## config.mk

```make
export PLATFORM = sky130hd
export DESIGN_NAME = fir4_a
export DESIGN_NICKNAME = d
export VERILOG_FILES = /design/src/rtl/fir4_pkg.sv /design/src/rtl/fir4_tap.sv /design/src/rtl/fir4_a.sv
export SDC_FILE = /design/constraint.sdc
export NUM_CORES = 1
export LEC_CHECK = 0
export BUFFER_PORTS_ARGS = -buffer_cell sky130_fd_sc_hd__buf_2
export CAP_MARGIN = 20
export CORE_ASPECT_RATIO = 1.2
export CORE_UTILIZATION = 32
export DETAILED_ROUTE_END_ITERATION = 6
export PLACE_DENSITY = 0.55
export SLEW_MARGIN = 20
export SYNTH_ARGS = -nofsm -noshare
export SYNTH_HDL_FRONTEND = slang
export SYNTH_HIERARCHICAL = 1
export SYNTH_SLANG_ARGS = --single-unit
```

## constraint.sdc

```tcl
create_clock -name clk -period 11.4 [get_ports clk]
set_clock_uncertainty 0.05 [all_clocks]
set_input_delay 0.57 -clock clk [delete_from_list [all_inputs] [get_ports clk]]
set_output_delay 0.57 -clock clk [all_outputs]
set_load 0.02 [all_outputs]
```

## src/rtl/fir4_pkg.sv

```systemverilog
// rtl/fir4_pkg.sv - shared widths, tap count and accumulator sizing for the 4-tap FIR
package fir4_pkg;

  localparam int DEF_DATA_W = 8;
  localparam int DEF_COEF_W = 8;
  localparam int DEF_OUT_W  = 16;
  localparam int NUM_TAPS   = 4;

  // Two guard bits cover the growth of summing four full-precision products.
  function automatic int acc_width(input int data_w, input int coef_w);
    return data_w + coef_w + 2;
  endfunction

endpackage

```

## src/rtl/fir4_tap.sv

```systemverilog
// rtl/fir4_tap.sv - one signed coefficient-by-sample multiply at full precision
module fir4_tap #(
  parameter int DATA_W = 8,
  parameter int COEF_W = 8
) (
  input  logic signed [DATA_W-1:0]        x,
  input  logic signed [COEF_W-1:0]        h,
  output logic signed [DATA_W+COEF_W-1:0] p
);

  logic signed [DATA_W+COEF_W-1:0] x_ext;
  logic signed [DATA_W+COEF_W-1:0] h_ext;

  // Operands widened to the product width so the multiply is exact in that width.
  assign x_ext = $signed({{COEF_W{x[DATA_W-1]}}, x});
  assign h_ext = $signed({{DATA_W{h[COEF_W-1]}}, h});
  assign p     = x_ext * h_ext;

endmodule

```

## src/rtl/fir4_a.sv

```systemverilog
// rtl/fir4_a.sv - 4-tap direct-form FIR with registered output; FIR4_SAT_EN selects saturation over wrap
module fir4_a
  import fir4_pkg::*;
#(
  parameter int DATA_W = DEF_DATA_W,
  parameter int COEF_W = DEF_COEF_W,
  parameter int OUT_W  = DEF_OUT_W
) (
  input  logic                     clk,
  input  logic                     rst,
  input  logic signed [DATA_W-1:0] x_in,
  input  logic signed [COEF_W-1:0] h0,
  input  logic signed [COEF_W-1:0] h1,
  input  logic signed [COEF_W-1:0] h2,
  input  logic signed [COEF_W-1:0] h3,
  output logic signed [OUT_W-1:0]  y_out
);

  localparam int PROD_W = DATA_W + COEF_W;
  localparam int ACC_W  = acc_width(DATA_W, COEF_W);

  logic signed [DATA_W-1:0] d1, d2, d3;
  logic signed [DATA_W-1:0] tap_x [NUM_TAPS];
  logic signed [COEF_W-1:0] tap_h [NUM_TAPS];
  logic signed [PROD_W-1:0] prod  [NUM_TAPS];
  logic signed [ACC_W-1:0]  acc;
  logic signed [OUT_W-1:0]  y_next;

  assign tap_x[0] = x_in;
  assign tap_x[1] = d1;
  assign tap_x[2] = d2;
  assign tap_x[3] = d3;
  assign tap_h[0] = h0;
  assign tap_h[1] = h1;
  assign tap_h[2] = h2;
  assign tap_h[3] = h3;

  for (genvar i = 0; i < NUM_TAPS; i++) begin : g_tap
    fir4_tap #(
      .DATA_W(DATA_W),
      .COEF_W(COEF_W)
    ) u_tap (
      .x(tap_x[i]),
      .h(tap_h[i]),
      .p(prod[i])
    );
  end

  always_comb begin
    acc = '0;
    for (int i = 0; i < NUM_TAPS; i++) begin
      acc = acc + ACC_W'(prod[i]);
    end
  end

`ifdef FIR4_SAT_EN
  localparam logic signed [ACC_W-1:0] ACC_MAX = $signed({{(ACC_W-OUT_W+1){1'b0}}, {(OUT_W-1){1'b1}}});
  localparam logic signed [ACC_W-1:0] ACC_MIN = $signed({{(ACC_W-OUT_W+1){1'b1}}, {(OUT_W-1){1'b0}}});
  localparam logic signed [OUT_W-1:0] OUT_MAX = $signed({1'b0, {(OUT_W-1){1'b1}}});
  localparam logic signed [OUT_W-1:0] OUT_MIN = $signed({1'b1, {(OUT_W-1){1'b0}}});

  always_comb begin
    y_next = OUT_W'(acc);
    if (acc > ACC_MAX) begin
      y_next = OUT_MAX;
    end else if (acc < ACC_MIN) begin
      y_next = OUT_MIN;
    end
  end
`else
  // Two's-complement wrap: keep only the low output bits of the accumulator.
  always_comb begin
    y_next = OUT_W'(acc);
  end
`endif

  always_ff @(posedge clk) begin
    if (!rst) begin
      d1    <= '0;
      d2    <= '0;
      d3    <= '0;
      y_out <= '0;
    end else begin
      d1    <= x_in;
      d2    <= d1;
      d3    <= d2;
      y_out <= y_next;
    end
  end

endmodule

```

-- Word-level counts from Yosys, hierarchy flattened
Index checks and enable logic that the tools add are counted.
W data, S select, Z words.
- $mul: 4
- add/sub/neg operators: 3
- operators by type and width (cell ; count):
    $mul A8 B8 Y16 ; 4
    $add A16 B16 Y16 ; 3
- flip-flop bits (word level): 40
- logic and storage cells: 11
- output and inout port bits: 16
- bits of input ports: 42

-- Depth between registers and ports, before layout
- depth in word-level cells: 4
- gate-level depth with buffers: 27
- mapped depth without buffers: 27

-- Cells and area by module
The synthesis kept the hierarchy.
- by module, submodules not included (module ; area each (µm²) ; times used ; cells each):
    fir4_tap (g_tap[1].u_tap ...) ; 2512.4 ; 3 ; 284
    fir4_a ; 2645.0 ; 1 ; 280
    fir4_tap (g_tap[0].u_tap) ; 2531.2 ; 1 ; 288

-- Worst setup path before layout
Ideal clock, no wire load.
- path kind: input port to flip-flop
- start: input port h3[2]
- end: register y_out[15]
- stages on the path: 24
- library setup time: 0.115 ns
- path slack: 4.785 ns
- arrival: 6.451 ns
- cell sequence: and2_1 -> fa_1 -> inv_1 -> fa_1 -> inv_1 -> fa_1 -> inv_1 -> fa_1 -> inv_1 -> ha_1 -> a21o_1 -> a21oi_2 -> a21boi_1 -> or4_1 -> nand3_1 -> inv_1 -> fa_1 -> fa_1 -> inv_1 -> ha_1 -> and3_1 -> a311o_1 -> o21a_1 -> o21a_1
- RTL lines (item ; line ; text):
    from (decl) ; fir4_a.sv:15 ; input logic signed [COEF_W-1:0] h3,
    to (signal assigned) ; fir4_a.sv:87 ; y_out <= y_next;
    to (decl) ; fir4_a.sv:16 ; output logic signed [OUT_W-1:0] y_out

==> flow_metrics.tcl <==
set metrics [dict create \
    port_buffers 57 \
    antenna_found_initial 2 \
    yosysTopAreaCell "fa_1" \
    multi_input_area_mm2 0.0104 \
    p_leak_nw 7.06 \
    slew-limit-headroom_pct 51.2 \
    routedWlPerCell_um 14.4 \
    power.density_mw_per_mm2 291 \
    hold_viol 0 \
    die_area_mm2 0.0405 \
    synth_top_area_share_pct 39.4 \
    crit_family "adder cells" \
    synth_cells 1420 \
    critical_path_required_ns 11.53 \
    grt_pass1_wl_um 48600 \
    ant_nets 0 \
    drive_gt1_share_pct 6.08 \
    start_util_pct 32.6 \
    critPathCaptureType "flop" \
    cts_buffer_depth 2 \
    grt_pass1_vias 9503 \
    syn2layout_area_growth_pct 8.40 \
    arrival_ns 7.13 \
    total_power_mw 4.01 \
    cts_tree "built" \
    slowest_stage "fa_1" \
    ys_seq_area_share_pct 6.30 \
    vdd_drop_max_v 0.000411 \
    drv_cap 0 \
    start_kind "flop" \
    ctsResizeCount 0 \
    setup_viol 0 \
    synthFlopType "dfxtp_1" \
    grt_max_degree 46 \
    clock_latency_ns 0.30 \
    gp_congestion 0.882 \
    hold_class "in2reg" \
    core_mm2 0.0389 \
    pin_count 58 \
    ys_types 43 \
    drc_errors 0 \
    cts.sinks 40 \
    postCtsSetupBuffers 0 \
    syn-cell-area_mm2 0.0127 \
    final_cell_mix "inv_1 (404), fa_1 (250), and2_1 (206), ha_1 (131), nand2_1 (69)" \
    fin_tns_setup_ns 0 \
    worstPathMaxFanout 9 \
    crit_chain "nand2_1 > fa_1 > fa_1 > fa_1 > inv_1 > fa_1 > ha_1 > nand2_1 > o21ai_0 > nor2_1 > xnor2_1 > inv_1 > fa_1 > fa_1 > inv_1 > ha_1 > a21o_1 > o21a_1 > a311o_1 > o21a_1 > o21a_1" \
    die_height_um 220 \
    fmax_mhz 143 \
    dp_hpwl_um 25100 \
    cpMostUsedCell "fa_1" \
    status "complete, no violations" \
    die_w_um 184 \
    grt_usage_pct 15.3 \
    first_iter_violations 265 \
    ys_async_sr_fraction_pct 0 \
    nets 1903 \
    num_vias 8965 \
    rsz0062_at_grt "false" \
    period_share_pct 61.4 \
    synth_area_leaders "fa_1 (39%), ha_1 (13%), inv_1 (12%)" \
    clk_pin_slew_ns 0.07 \
    dpl_worst_slack_ns 4.27 \
    slew_violations 0 \
    worst_pin_slew_ns 0.732 \
    synth_edf_count 0 \
    finalCriticalPeriod_ns 6.99 \
    synth_warnings 6 \
    critPathKind "reg2reg" \
    critPathBufInv 3 \
    whs_ns 0.557 \
    nFillCells 4133 \
    syn-num-nets 1843 \
    core.rowCount 79 \
    firstDrtPassIters 4 \
    vias_per_cell 4.47 \
    overflow 0 \
    synth.avg_cell_area_um2 8.95 \
    ys_seq_elements 40 \
    totalWireLength_um 28800 \
    cp_slowest_stage_delay_ns 0.78 \
    seq_area_um2 801 \
    hold_buffers 0 \
    final_common_cell "inv_1" \
    cts-buffers-inserted 5 \
    cts_root_buffer "clkbuf_16" \
    fin_ws_ns 4.41 \
    htree_levels 2 \
]
[through the flow]
| stage | area (um2) | cells | util, % |
|---|---|---|---|
| finish | 13800 | 2007 | 35.4 |
| floorplan | 12700 | 1420 | - |
| CTS | 13800 | 2006 | 35.4 |
| global placement | 13600 | 1999 | 35.0 |
| detailed placement | 13600 | 1999 | 35.0 |
| global route | 13800 | 2007 | 35.4 |
[cells in the mapped netlist, types with 4 or more instances]
| master | count |
|---|---|
| o41ai_2 | 4 |
| nand2_1 | 69 |
| nor2b_1 | 32 |
| a21o_1 | 10 |
| and2_1 | 206 |
| nand2b_1 | 8 |
| or4_1 | 4 |
| a21boi_1 | 4 |
| o31a_1 | 4 |
| dfxtp_1 | 40 |
| fa_1 | 250 |
| inv_1 | 404 |
| ha_1 | 131 |
| xor2_1 | 13 |
| clkbuf_1 | 4 |
| nor4b_2 | 4 |
| o211ai_1 | 5 |
| nor3_1 | 12 |
| xnor2_1 | 52 |
| o21ai_1 | 8 |
| o21ai_0 | 14 |
| mux2_2 | 4 |
| nand4_1 | 9 |
| mux2i_1 | 5 |
| o21a_1 | 12 |
| nand3_1 | 9 |
| a21oi_1 | 36 |
| a21oi_2 | 8 |
| nor2_1 | 38 |
[flip-flops by register name, summed over array words and instances (netlist names)]
register / count
d3: 8
d2: 8
d1: 8
y_out: 16
[layer usage]
layer	track usage, %	wire, um	up-vias
met5	0	8	-
met4	3.50	482	2
met3	1.33	499	25
met2	28.5	15400	84
met1	18.9	12400	4509
li1	-	-	4345
[power by group]
group	internal [mW]	total [mW]	switching, mW	leakage (nW)
combinational	1.61	3.66	2.05	6.67
sequential	0.189	0.206	0.0174	0.331
clock	0.0796	0.141	0.0618	0.0657
[worst reg2reg max path: cells and delay by family (launching register included)]
kind | cells | cell delay (ns)
fa+ha+maj | 8 | 4.02
compound gates | 6 | 1.39
flops | 1 | 0.60
simple gates | 3 | 0.38
xor+xnor | 1 | 0.25
buf+inv | 3 | 0.19
[cell families after synthesis]
| logic type | count (synthesis) | synth area share [%] |
|---|---|---|
| adders and majority gates | 381 | 52.3 |
| and+or+nand+nor | 397 | 17.6 |
| AOI/OAI and AO/OA | 120 | 6.59 |
| buffers and inverters | 408 | 12.0 |
| muxes | 9 | 0.748 |
| xor gates and xnor gates | 65 | 4.48 |
| DFF | 40 | 6.30 |
[area by class of cell]
type / instances / area share (%)
Sequential cell: 40 / 5.81
Tap cell: 526 / 4.78
Antenna cell: 1 / 0.0182
Clock inverter: 2 / 0.0908
Timing Repair Buffer: 57 / 2.07
Inverter: 404 / 11.0
Multi-Input combinational cell: 972 / 75.3
Clock buffer: 5 / 0.908
[path summary, 6_finish.rpt]
check	start	to	slack, ns	cells after the start
worst max-delay path	d2[7]	y_out[15]	4.41	21
worst min-delay path	x_in[7]	d1[7]	0.56	2
worst max register to register	d2[7]	y_out[15]	4.41	21
worst min register to register	d2[0]	d3[0]	0.59	1
Note: power is estimated with default switching activity, not from simulation.
